--- src/rtl/prio_arb_pkg.sv ---
`default_nettype none
// ============================================================================
// Module   : prio_arb_pkg
// Purpose  : Shared state encoding and mode constants for prio_arb_enc.
// Revision : 1.0
// ============================================================================
package prio_arb_pkg;

    typedef enum logic [0:0] {
        IDLE = 1'b0,
        HOLD = 1'b1
    } state_t;

    localparam logic MODE_FIXED = 1'b0;
    localparam logic MODE_RR    = 1'b1;

endpackage
`default_nettype wire

--- src/rtl/prio_pick.sv ---
`default_nettype none
// ============================================================================
// Module   : prio_pick
// Purpose  : Combinational winner search, fixed priority or rotating from ptr.
// Revision : 1.0
// ============================================================================
module prio_pick
    import prio_arb_pkg::*;
#(
    parameter int N    = 8,
    parameter int IDXW = $clog2(N)
) (
    input  logic [N-1:0]    req,
    input  logic [IDXW-1:0] ptr,
    input  logic            rr_mode,
    output logic [IDXW-1:0] idx,
    output logic [N-1:0]    onehot,
    output logic            any
);

    always_comb begin
        int base;
        int pos;
        idx  = '0;
        base = (rr_mode == MODE_RR) ? int'(ptr) : 0;
        pos  = 0;
        // Walk from lowest to highest priority so the last hit is the winner;
        // a zero base makes the order N-1..0, i.e. plain fixed priority.
        for (int k = N; k >= 1; k--) begin
            pos = base - k;
            if (pos < 0) begin
                pos = pos + N;
            end
            if (req[pos]) begin
                idx = IDXW'(pos);
            end
        end
        any    = |req;
        onehot = any ? (N'(1) << idx) : '0;
    end

endmodule
`default_nettype wire

--- src/rtl/prio_arb_enc.sv ---
`default_nettype none
// ============================================================================
// Module   : prio_arb_enc
// Purpose  : Registered N-input arbiter with sticky grant and valid/ready output.
// Revision : 1.0
// ============================================================================
module prio_arb_enc
    import prio_arb_pkg::*;
#(
    parameter  int N    = 8,
    localparam int IDXW = $clog2(N)
) (
    input  logic            clk,
    input  logic            rst_n,
    input  logic [N-1:0]    req,
    input  logic            rr_mode,
    input  logic            out_ready,
    output logic            valid,
    output logic [IDXW-1:0] gnt_idx,
    output logic [N-1:0]    gnt_onehot
);

    state_t            state_q, state_d;
    logic [IDXW-1:0]   ptr_q, ptr_d;
    logic              valid_q, valid_d;
    logic [IDXW-1:0]   idx_q, idx_d;
    logic [N-1:0]      onehot_q, onehot_d;

    logic [IDXW-1:0]   w_pick_ptr;
    logic [IDXW-1:0]   w_pick_idx;
    logic [N-1:0]      w_pick_onehot;
    logic              w_pick_any;

    // In HOLD the pick is only consumed on a handshake, where ptr becomes the
    // granted index in the same edge, so search from idx_q directly.
    assign w_pick_ptr = (state_q == HOLD) ? idx_q : ptr_q;

    prio_pick #(
        .N    (N),
        .IDXW (IDXW)
    ) u_pick (
        .req     (req),
        .ptr     (w_pick_ptr),
        .rr_mode (rr_mode),
        .idx     (w_pick_idx),
        .onehot  (w_pick_onehot),
        .any     (w_pick_any)
    );

    always_comb begin
        state_d  = state_q;
        ptr_d    = ptr_q;
        valid_d  = valid_q;
        idx_d    = idx_q;
        onehot_d = onehot_q;
        case (state_q)
            IDLE: begin
                if (w_pick_any) begin
                    idx_d    = w_pick_idx;
                    onehot_d = w_pick_onehot;
                    valid_d  = 1'b1;
                    state_d  = HOLD;
                end
            end
            HOLD: begin
                if (out_ready) begin
                    ptr_d = idx_q;
                    if (w_pick_any) begin
                        idx_d    = w_pick_idx;
                        onehot_d = w_pick_onehot;
                    end else begin
                        valid_d  = 1'b0;
                        onehot_d = '0;
                        state_d  = IDLE;
                    end
                end
            end
            default: begin
                state_d  = IDLE;
                valid_d  = 1'b0;
                onehot_d = '0;
            end
        endcase
    end

    always_ff @(posedge clk or negedge rst_n) begin
        if (!rst_n) begin
            state_q  <= IDLE;
            ptr_q    <= '0;
            valid_q  <= 1'b0;
            idx_q    <= '0;
            onehot_q <= '0;
        end else begin
            state_q  <= state_d;
            ptr_q    <= ptr_d;
            valid_q  <= valid_d;
            idx_q    <= idx_d;
            onehot_q <= onehot_d;
        end
    end

    assign valid      = valid_q;
    assign gnt_idx    = idx_q;
    assign gnt_onehot = onehot_q;

endmodule
`default_nettype wire

--- config.mk ---
export PLATFORM = sky130hd
export DESIGN_NAME = prio_arb_enc
export DESIGN_NICKNAME = d
export VERILOG_FILES = /design/src/rtl/prio_arb_pkg.sv /design/src/rtl/prio_pick.sv /design/src/rtl/prio_arb_enc.sv
export SDC_FILE = /design/constraint.sdc
export NUM_CORES = 1
export LEC_CHECK = 0
export CAP_MARGIN = 20
export CORE_ASPECT_RATIO = 1.4
export CORE_MARGIN = 5
export CORE_UTILIZATION = 40
export CTS_CLUSTER_DIAMETER = 40
export DETAILED_ROUTE_END_ITERATION = 10
export HOLD_SLACK_MARGIN = 0.02
export PLACE_DENSITY = 0.73
export SLEW_MARGIN = 20
export SYNTH_ARGS = -nofsm -noshare
export SYNTH_HDL_FRONTEND = slang
export SYNTH_SLANG_ARGS = --single-unit
--- constraint.sdc ---
create_clock -name clk -period 3.8 [get_ports clk]
set_input_delay 0.95 -clock clk [delete_from_list [all_inputs] [get_ports clk]]
set_output_delay 0.95 -clock clk [all_outputs]
set_load 0.005 [all_outputs]
== Word level (Yosys, flattened, before mapping) ==
Cells that the tools add are included.
Storage, ports and cells
  register bits: 16
  bits in latches: 0
  memory bits (writable): 0
  memory bits (read-only): 0
  input port bits: 12
  output and inout port bits: 12
  word-level logic and storage cells: 102
  memories: 0
Cells by class
  $add $sub $neg: 16
  multiply operators: 0
  divide/modulo/power cells: 0
  magnitude comparators: 16
  eq/ne operators: 3
  shifts and indexed selects: 1
  mux-type cells: 56
  bitwise logic cells: 1
  reduce and logical (&&, ||, !) cells: 4
Operator list (number)
  $add 32x5->32 const B: 8
  $lt 32x1->1 const B: 8
  $lt 32x5->1 const B: 8
  $mux 32: 8
  $sub 32x4->32 const B: 4
  $sub 32x3->32 const B: 2
  $mux 3: 12
  $sub 32x2->32 const B: 1
  $sub 32x5->32 const B: 1
  $bmux 1 s3: 8
  $mux 8: 3
  $mux 1: 21
  $pmux 8 s2: 1
  $reduce_or 8->1: 1
  $shl 1x3->8 const A: 1
  $pmux 3 s2: 1
  $ne 2x2->1 const B: 2
  $pmux 1 s2: 2
  $reduce_and 2->1: 2
  $reduce_and 3->1: 1
  $ne 2x1->1 const B: 1
  $not 1->1: 1

== Depth between registers and ports, before layout ==
Gate-level depths: netlist (run 1).
  depth after elaboration: 20
  depth in mapped cells: 16
  depth with buffers taken out: 12

== Hierarchy ==
Synthesis (run 1) repeated with hierarchy kept, for this count alone.
Unflattened totals
  cells, all modules: 208
  area total of the unflattened synthesis: 1890.6 um^2
Modules (own cells, without submodules)
  prio_pick: instances 1, cells an instance 146, area each 1113.6 um^2, sequential area each 0.0 um^2
  prio_arb_enc: instances 1, cells an instance 62, area each 777.0 um^2, sequential area each 400.4 um^2

== Worst setup path before layout (run 1) ==
Ideal clock, no wire load.
  path kind: input to register
  start: input rr_mode
  end: register onehot_q[5], in the netlist gnt_onehot[5]
  library setup time: 66 ps
  data arrival time: 4207 ps
  required time: 3734 ps
  path slack: -473 ps
  stages on the path: 15
  buffers on the path: 4
  cells stage by stage: clkbuf_1 > nand2b_1 > buf_2 > inv_1 > buf_1 > ha_1 > buf_2 > clkinv_1 > mux4_1 > a32o_1 > nor4b_1 > o21ai_0 > a22oi_1 > and4b_1 > a22o_1
On the way
  word-level cells in the longest chain between the ends: 19
  elaborated cells on any way between the ends: 70
  those cells by class: add/sub (16); order compare (8); shift (1); mux (45)
RTL lines
  start: declaration: RTL line prio_arb_enc.sv:16  | input logic rr_mode,
  $mux 3 *: RTL line prio_pick.sv:25  | base = (rr_mode == MODE_RR) ? int'(ptr) : 0;
  $sub 32x5->32: RTL line prio_pick.sv:30  | pos = base - k;
  $add 32x5->32 / $lt 32x1->1 (equally long branches): RTL line prio_pick.sv:32, prio_pick.sv:31
  $mux 32: RTL line prio_pick.sv:31  | if (pos < 0) begin
  $bmux 1 s3: RTL line prio_pick.sv:34  | if (req[pos]) begin
  $mux 1 (not written as such) (2 in series): RTL line prio_pick.sv:34
  $mux 3 (7 in series): RTL line prio_pick.sv:34
  $mux 3 *: RTL line prio_pick.sv:34
  $shl 1x3->8 *: RTL line prio_pick.sv:39  | onehot = any ? (N'(1) << idx) : '0;
  $mux 8: RTL line prio_arb_enc.sv:68  | if (w_pick_any) begin
  $mux 8: RTL line prio_arb_enc.sv:66  | if (out_ready) begin
  $pmux 8 s2 *: RTL line prio_arb_enc.sv:56  | case (state_q)
  end signal: assignment: RTL line prio_arb_enc.sv:98  | onehot_q <= onehot_d;
  end: declaration: RTL line prio_arb_enc.sv:27  | logic [N-1:0] onehot_q, onehot_d;
Every way passes the cells marked *; elsewhere a longest branch is shown, timed or not. The select of a mux whose other input is x is not followed.
A chain may end at the register's enable or synchronous reset.

== Final worst setup path (run 1) ==
  start: input rr_mode
  end: register onehot_q[4], in the netlist gnt_onehot[4]
The elaborated chain is that of the path after synthesis.

==> results of run 1 <==
worst min-delay path, stage by stage (launching register included):
cell and delay (ns):
dfrtp_1 0.34, nand2_1 0.05, o21ai_1 0.06
per-stage QoR:
step / TNS, ns / hold slack [ns] / setup slack [ns] / area [µm²]
4_1_cts: 0 / 0.501 / 0.0359 / 2430
3_5_place_dp: -1.91 / 0.487 / -0.296 / 2360
3_3_place_gp: -1.18 / 0.476 / -0.195 / 2360
2_1_floorplan: 0 / 0.479 / 0.0472 / 1770
5_1_grt: 0 / 0.540 / 0.0142 / 2460
6_report: 0 / 0.492 / 0.101 / 2460
layer usage:
layer | GRT usage, % | vias up | wire length, µm
met5 | 0 | - | 0
met4 | 13.1 | 0 | 241
met3 | 2.92 | 21 | 240
met2 | 38.6 | 81 | 3110
met1 | 24.0 | 949 | 2260
li1 | - | 904 | -
how the worst max path moves through the flow:
| stage | to | start | cells after the start |
|---|---|---|---|
| CTS | gnt_onehot[4] | rr_mode | 14 |
| global placement | gnt_onehot[5] | rr_mode | 14 |
| detailed placement | gnt_onehot[2] | rr_mode | 14 |
| global route | gnt_onehot[4] | rr_mode | 13 |
| finish | gnt_onehot[4] | rr_mode | 11 |
| floorplan | gnt_onehot[5] | rr_mode | 15 |
registers in the layout (all words and copies together), names as in the netlist:
| register | flops |
|---|---|
| gnt_idx | 3 |
| gnt_onehot | 8 |
| ptr_q | 3 |
| state_q | 1 |
| valid | 1 |
area by class of cell:
| class | instances | area (µm²) | area share [%] |
|---|---|---|---|
| clock buffer | 4 | 55.1 | 2.24 |
| inverter | 5 | 22.5 | 0.917 |
| multi-input combinational | 168 | 1320 | 53.7 |
| sequential | 16 | 400 | 16.3 |
| tap | 60 | 75.1 | 3.06 |
| timing repair buffer | 70 | 583 | 23.7 |
power breakdown:
group	total (W)	leakage [nW]	internal (W)	switching, W
registers	0.000276	0.197	0.000226	0.0000498
clock network	0.000149	0.0288	0.0000919	0.0000567
logic	0.00138	0.843	0.000698	0.000679
total	0.00180	1.07	0.00102	0.000786
Yosys cell counts, types with 2 or more instances:
master / n / area share, %
nand2_1: 26 / 5.6
dfrtp_1: 16 / 23
o21ai_0: 12 / 3.4
mux2i_1: 11 / 6.3
nand3_1: 11 / 3.1
nor2_1: 9 / 1.9
a21oi_1: 8 / 2.3
mux2_2: 8 / 5.1
a22o_1: 6 / 3.0
and2_1: 6 / 2.1
mux4_1: 6 / 9.0
o21ai_1: 5 / 1.4
and3_1: 4 / 1.4
a211oi_1: 3 / 1.3
buf_2: 3 / 0.86
nor3_1: 3 / 0.86
o211ai_1: 3 / 1.3
o22ai_1: 3 / 1.1
xnor2_1: 3 / 1.5
a21boi_0: 2 / 0.86
a21o_2: 2 / 1.0
a22oi_1: 2 / 0.86
a31o_2: 2 / 1.0
a31oi_1: 2 / 0.71
a32o_1: 2 / 1.1
a32oi_1: 2 / 1.0
clkinv_1: 2 / 0.43
ha_1: 2 / 1.4
inv_1: 2 / 0.43
mux4_2: 2 / 2.6
nand2b_1: 2 / 0.71
nor4_1: 2 / 0.71
o221ai_1: 2 / 1.0
logic make-up (layout without fill, tap and decap cells):
| family | count (synthesis) | count (layout) | synth area share (%) |
|---|---|---|---|
| AND/OR/NAND/NOR | 71 | 71 | 20.1 |
| XOR/XNOR | 3 | 3 | 1.50 |
| multiplexers | 28 | 28 | 24.3 |
| flip-flops | 16 | 16 | 22.8 |
| adder cells (fa/ha/maj) | 2 | 2 | 1.43 |
| buffers and inverters | 12 | 79 | 4.28 |
| AO/OA/AOI/OAI | 64 | 64 | 25.6 |
timing repair:
item	CTS	global route
setup endpoints to repair	4	9
resized for setup	3	8
pin swaps	2	3
endpoints found under the hold margin	0	0
==> impl_metrics.ini, run 1 <==
[clock_tree]
h-tree-depth = 1
cts_hold_buf = 0
clk_pin_slew_ns = 0.06
cts.sinks = 16
clk_latency_ns = 0.25
clockBufferDepth = 2
cts_tree = built
cts_inserted_buffers = 3
post_cts_buffers = 0
root_buffer = clkbuf_8

[setup_path]
arrival_ns = 3.84
timing.rr.start = state_q
critical_path.startpoint_type = input port
crit_top_cell = buf_4
crit_chain = clkdlybuf4s50_1 -> buf_4 -> buf_4 -> nand2_1 -> mux4_1 -> nor2_2 -> o21bai_1 -> and3_1 -> a311o_1 -> a41o_1 -> a22o_1
worstSetupPathType = in2reg
r2r_slack_ns = 0.36
slowest_delay_ns = 0.69
r2r_end = gnt_onehot[4]
rr_worst_depth = 12
crit_family = compound AO/OA/AOI/OAI gates
endpoint_kind = register
critPathRequiredTime_ns = 3.94
crit_buf_inv = 3
cp_max_fo = 10
cp_slowest_cell = mux4_1

[route]
drc = 0
wl_per_cell_um = 18.1
first_pass_iters = 4
ant_nets = 0
routed_wl_mm = 5.85
drtIter0Drc = 120
vias = 1955
vias_per_cell = 6.05

[global_routing]
gr-total-overflow = 0
grt_max_degree = 17
gr-usage-all-layers_pct = 21.6
grt_pass1_wl_mm = 9.69
antenna_found_initial = 0
grt_pass1_vias = 2040

[floorplan]
rows = 28
dieArea_mm2 = 0.00583
ioPinCount = 24
die_x_um = 66.0
fp.dieH_um = 88.3
core-area_mm2 = 0.00424
start_util_pct = 41.4

[timing]
hold_viol_final = 0
fmax_ghz = 0.270
fin_skew_ns = 0.00195
max-slew-margin-rel_pct = 53.5
min_period_ns = 3.70
rsz0062_at_grt = no
drv_slew = 0
setup_viol = 0
tightest_slew_ns = 0.695
timing.final.crit_share_pct = 97.3

[placed_design]
place_inst = 319
place_hpwl_mm = 4.64
port_buffers = 23
place.gp.congestion = 0.967

[synth]
avgSynthCellArea_um2 = 8.94
syn-num-nets = 210
ys_seq_elements = 16
synth-main-ff-cell = dfrtp_1
yosysWarnings = 0
synth_area_mm2 = 0.00175
synthArstFlopShare_pct = 100
yosysUniqueCellTypes = 55
synth-edff-count = 0
seq_area_frac_synth_pct = 22.8
synthCells = 196

[job]
cap_viol_max_count = 0

[power]
pwr_density_cell_mw_per_mm2 = 734
leakage_nw = 1.07
ir_drop_mv = 0.391
p_total_w = 0.00180

[finish]
fin_cells = 323
final_util_pct = 57.9
most-common-layout-cells = buf_4, nand2_1, clkdlybuf4s50_1, dfrtp_1
fin_nets = 278
final_common_cell = buf_4
drive_gt1_share_pct = 31.2
num-fill-cells = 370
area_delta_synth_final_pct = 40.1
diodes = 0

[run_status]
status = complete, no violations

[min_path]
hp-start = gnt_onehot[7]
hold_path.class = reg2reg
holdPathStages = 2
holdPathEnd = gnt_onehot[7]
No activity file was read; power rests on OpenSTA's default activity.
==> run 2: changes to the inputs <==
--- a/config.mk
+++ b/config.mk
@@ -13,6 +13,7 @@
 export DETAILED_ROUTE_END_ITERATION = 10
 export HOLD_SLACK_MARGIN = 0.02
 export PLACE_DENSITY = 0.73
+export REMOVE_ABC_BUFFERS = 1
 export SLEW_MARGIN = 20
 export SYNTH_ARGS = -nofsm -noshare
 export SYNTH_HDL_FRONTEND = slang
==> impl_metrics.ini, run 2 (synthesis gave the netlist of run 1 again) <==
[run_status]
status = complete, no violations

[route]
drtIter0Drc = 142
vias = 1842
maxUsedRoutingLayer = met4
routed_wl_mm = 5.49
drc = 0
wl_met3_um = 215
first_pass_iters = 4
vias_per_cell = 5.83
wl_per_cell_um = 17.4
ant_nets = 0
drt-met1-wl_mm = 2.14
dr_wl_met2_mm = 3.01

[finish]
drive_gt1_share_pct = 25.0
diodes = 0
final_util_pct = 56.1
fin_nets = 272
area_delta_synth_final_pct = 35.6
largest_reg_flops = 8
final_common_cell = buf_4
most-common-layout-cells = buf_4, nand2_1, clkdlybuf4s50_1, dfrtp_1, o21ai_0

[setup_path]
crit_buf_inv = 1
critical_path.startpoint_type = register
cp_slowest_cell = dfrtp_1
cp_max_fo = 9
crit_chain = mux2i_4 -> nor2_4 -> ha_1 -> buf_4 -> mux4_2 -> o21bai_1 -> and3_1 -> a311o_1 -> a41o_1 -> a22o_1
arrival_ns = 3.59
worstSetupPathType = reg2reg
slowest_delay_ns = 0.60
endpoint_kind = register
critPathRequiredTime_ns = 3.93
crit_family = compound AO/OA/AOI/OAI gates

[timing]
tns_ns = 0
fin_ws_ns = 0.342
fin_skew_ns = 0.000760
whs_ns = 0.496
drv_slew = 0
rsz0062_at_grt = no
fmax_ghz = 0.289
max-slew-margin-rel_pct = 53.7
hold_viol_final = 0
setup_viol = 0
timing.final.crit_share_pct = 91.0
min_period_ns = 3.46
tightest_slew_ns = 0.693

[power]
p_total_w = 0.00175
leakage_nw = 1.05
pwr_density_cell_mw_per_mm2 = 734
ir_drop_mv = 0.496

[floorplan]
dieArea_mm2 = 0.00583
ioPinCount = 24
fp.dieH_um = 88.3
start_util_pct = 41.4
core-area_mm2 = 0.00424
rows = 28
die_x_um = 66.0

[clock_tree]
root_buffer = clkbuf_8
cts_tree = built
cts_inserted_buffers = 3
clk_pin_slew_ns = 0.05
clk_latency_ns = 0.24
cts_hold_buf = 0
cts.sinks = 16
h-tree-depth = 1
clockBufferDepth = 2

[global_routing]
antenna_found_initial = 0
gr-total-overflow = 0
gr-usage-all-layers_pct = 20.4
grt_pass1_wl_mm = 9.26
grt_pass1_vias = 1971
grt_max_degree = 17

[placed_design]
port_buffers = 23
pre_cts_slack_ns = -0.318
place.gp.congestion = 1.06
place_hpwl_mm = 4.42

[min_path]
hold_path.class = reg2reg

[job]
cap_viol_max_count = 0
run 2: cell types whose count changed in the layout (fill, tap and decap cells not counted), sizes merged:
cell           change
dlymetal6s2s       +1
inv                -1
clkdlybuf4s50      -1
clkbuf             -1
buf                -6
clkinv             +1
run 2: worst min-delay path, delay by kind of cell, from the launching register on:
family,cells,cell delay (ns)
and+or+nand+nor,1,0.05
DFF,1,0.34
AOI/OAI and AO/OA,1,0.07
run 2: what timing repair did:
action,CTS,global route
buffers inserted,0,0
endpoints found under the setup margin,7,9
pin swaps,1,0
gates resized for setup,2,2
run 2: path summary, 6_finish.rpt:
path                                from            end  slack, ns  cells past startpoint
max in group asynchronous          rst_n        state_q       2.23                      1
min in group asynchronous          rst_n  gnt_onehot[1]       1.13                      1
min reg2reg                gnt_onehot[6]  gnt_onehot[6]       0.50                      2
max reg2reg                      state_q  gnt_onehot[0]       0.34                     10
max                              state_q  gnt_onehot[0]       0.34                     10
min                        gnt_onehot[6]  gnt_onehot[6]       0.50                      2
run 2: cell type report:
| cell class | count | area [µm²] |
|---|---|---|
| Fill cell | 366 | 1860 |
| Multi-Input combinational cell | 168 | 1280 |
| Timing Repair Buffer | 64 | 553 |
| Sequential cell | 16 | 400 |
| Tap cell | 60 | 75.1 |
| Clock buffer | 3 | 41.3 |
| Inverter | 5 | 22.5 |
run 2: power by group:
| group | switching, W | total [W] | internal, W |
|---|---|---|---|
| logic | 0.000655 | 0.00135 | 0.000695 |
| registers | 0.0000506 | 0.000276 | 0.000226 |
| clock network | 0.0000490 | 0.000119 | 0.0000701 |
| total | 0.000755 | 0.00175 | 0.000991 |
run 2: metal layers:
layer	global-route usage, %	vias up
li1	-	898
met4	9.24	0
met2	38.3	63
met3	1.02	14
met5	0	-
met1	23.6	867
run 2: through the flow:
| step | std cells | area (µm²) |
|---|---|---|
| after floorplan | 189 | 1700 |
| after global placement | 313 | 2320 |
| after detailed placement | 313 | 2320 |
| after CTS | 316 | 2370 |
| after global routing | 316 | 2380 |
| final | 316 | 2380 |
==> run 3: changes to the inputs <==
--- a/config.mk
+++ b/config.mk
@@ -8,11 +8,11 @@
 export CAP_MARGIN = 20
 export CORE_ASPECT_RATIO = 1.4
 export CORE_MARGIN = 5
-export CORE_UTILIZATION = 40
+export CORE_UTILIZATION = 50
 export CTS_CLUSTER_DIAMETER = 40
 export DETAILED_ROUTE_END_ITERATION = 10
 export HOLD_SLACK_MARGIN = 0.02
-export PLACE_DENSITY = 0.73
+export PLACE_DENSITY = 0.86
 export REMOVE_ABC_BUFFERS = 1
 export SLEW_MARGIN = 20
 export SYNTH_ARGS = -nofsm -noshare
==> impl_metrics.ini, run 3 (synthesis gave the netlist of run 1 again) <==
[run_status]
status = complete, no violations

[setup_path]
endpoint_kind = register
cp_slowest_cell = clkdlybuf4s50_1
crit_family = compound AO/OA/AOI/OAI gates
slowest_delay_ns = 0.51
r2r_slack_ns = 0.42
worstSetupPathType = in2reg
critical_path.startpoint_type = input port
rr_worst_depth = 11
timing.rr.start = state_q
crit_buf_inv = 4
crit_path_start = rr_mode
critPathRequiredTime_ns = 3.93
crit_chain = clkdlybuf4s50_1 -> inv_2 -> nor2_4 -> buf_4 -> inv_4 -> ha_1 -> xnor2_2 -> mux4_2 -> o21bai_1 -> and3_1 -> a311o_1 -> a41o_1 -> a22o_1
arrival_ns = 3.80
cp_max_fo = 8
r2r_end = gnt_onehot[2]

[power]
leakage_nw = 1.05
pwr_density_cell_mw_per_mm2 = 754
ir_drop_mv = 0.622

[route]
vias_per_cell = 6.48
vias = 1932
routed_wl_mm = 5.67
ant_nets = 0
first_pass_iters = 4
drtIter0Drc = 150
drc = 0
wl_per_cell_um = 19.0

[global_routing]
grt-busiest-layer = met2
grt_pass1_wl_mm = 9.32
antenna_found_initial = 0
grt_max_degree = 17
gr-usage-all-layers_pct = 25.2
grt_use_met2_pct = 44.4
grt_pass1_vias = 1986
grt_use_met1_pct = 27.8
gr-total-overflow = 0
met3_usage_pct = 4.82

[min_path]
hold_path.class = reg2reg
holdPathEnd = gnt_onehot[7]
holdPathStages = 2
hp-start = gnt_onehot[7]

[floorplan]
rows = 25
core-area_mm2 = 0.00338
fp.dieH_um = 80.1
start_util_pct = 51.9
dieArea_mm2 = 0.00481
ioPinCount = 24
die_x_um = 60.0

[timing]
fmax_ghz = 0.272
timing.final.crit_share_pct = 96.6
setup_viol = 0
min_period_ns = 3.67
drv_slew = 0
max-slew-margin-rel_pct = 54.1
tns_ns = 0
whs_ns = 0.489
hold_viol_final = 0
rsz0062_at_grt = no
tightest_slew_ns = 0.686
fin_skew_ns = 0.00186

[finish]
final_util_pct = 70.3
fin_nets = 273
final_common_cell = buf_4
diodes = 0
largest_reg_flops = 8
most-common-layout-cells = buf_4, nand2_1, clkdlybuf4s50_1, dfrtp_1, o21ai_0
area_delta_synth_final_pct = 35.5
num-fill-cells = 269
drive_gt1_share_pct = 27.5

[clock_tree]
cts.sinks = 16
clockBufferDepth = 2
h-tree-depth = 1
cts_tree = built
root_buffer = clkbuf_8
clk_pin_slew_ns = 0.06
cts_hold_buf = 0
post_cts_buffers = 0
clk_latency_ns = 0.25
cts-resized-gates = 2
cts_inserted_buffers = 3

[placed_design]
port_buffers = 23
place_hpwl_mm = 4.45
place.gp.congestion = 0.987

[job]
cap_viol_max_count = 0
==> run 3: cell count changes in the layout (fill, tap and decap cells not counted), sizes merged <==
| cell | before | now |
|---|---|---|
| buf | 41 | 42 |
| clkbuf | 3 | 4 |
| inv | 3 | 4 |
| clkinv | 2 | 1 |
| clkdlybuf4s50 | 22 | 23 |
| dlymetal6s2s | 1 | 0 |
==> run 3: tightest hold or removal path: stages, from the launching register on <==
cell and delay [ns]:
dfrtp_1 0.34, nand2_1 0.05, o21ai_1 0.06
==> run 3: stage by stage <==
| stage | instances | area, µm² | power, W | setup WS, ns |
|---|---|---|---|---|
| 2_1_floorplan | 189 | 1700 | 0.00102 | -0.162 |
| 3_3_place_gp | 294 | 2290 | 0.00155 | -0.137 |
| 3_5_place_dp | 294 | 2290 | 0.00158 | -0.248 |
| 4_1_cts | 298 | 2350 | 0.00175 | 0.00878 |
| 5_1_grt | 298 | 2380 | 0.00193 | 0.000232 |
| 6_report | 298 | 2380 | 0.00179 | 0.128 |
==> run 3: power by group <==
| part | total, W | switching (W) | internal (W) |
|---|---|---|---|
| combinational | 0.00137 | 0.000669 | 0.000697 |
| clock | 0.000146 | 0.0000543 | 0.0000918 |
| sequential | 0.000279 | 0.0000534 | 0.000226 |
| total | 0.00179 | 0.000777 | 0.00101 |
==> run 3: worst max path at each step <==
| stage | cells past startpoint | endpoint | slack [ns] |
|---|---|---|---|
| 2_1_floorplan | 11 | gnt_onehot[5] | -0.16 |
| 3_3_place_gp | 13 | gnt_onehot[0] | -0.14 |
| 3_5_place_dp | 13 | gnt_onehot[5] | -0.25 |
| 4_1_cts | 14 | gnt_onehot[2] | 0.009 |
| 5_1_grt | 13 | gnt_onehot[2] | 0.0002 |
| 6_report | 13 | gnt_onehot[2] | 0.13 |
==> run 3: routing by layer <==
layer,up-vias,share of wire [%]
met4,0,3.8
met2,84,53
met1,926,38
met3,23,5.2
li1,899,-
met5,-,0
==> run 3: final cells by class <==
type / count / area, µm² / area share, %
clock buffer: 4 / 55.1 / 2.32
inverter: 5 / 21.3 / 0.895
multi-input combinational: 168 / 1300 / 54.9
sequential: 16 / 400 / 16.9
tap: 40 / 50.0 / 2.11
timing repair buffer: 65 / 546 / 23.0
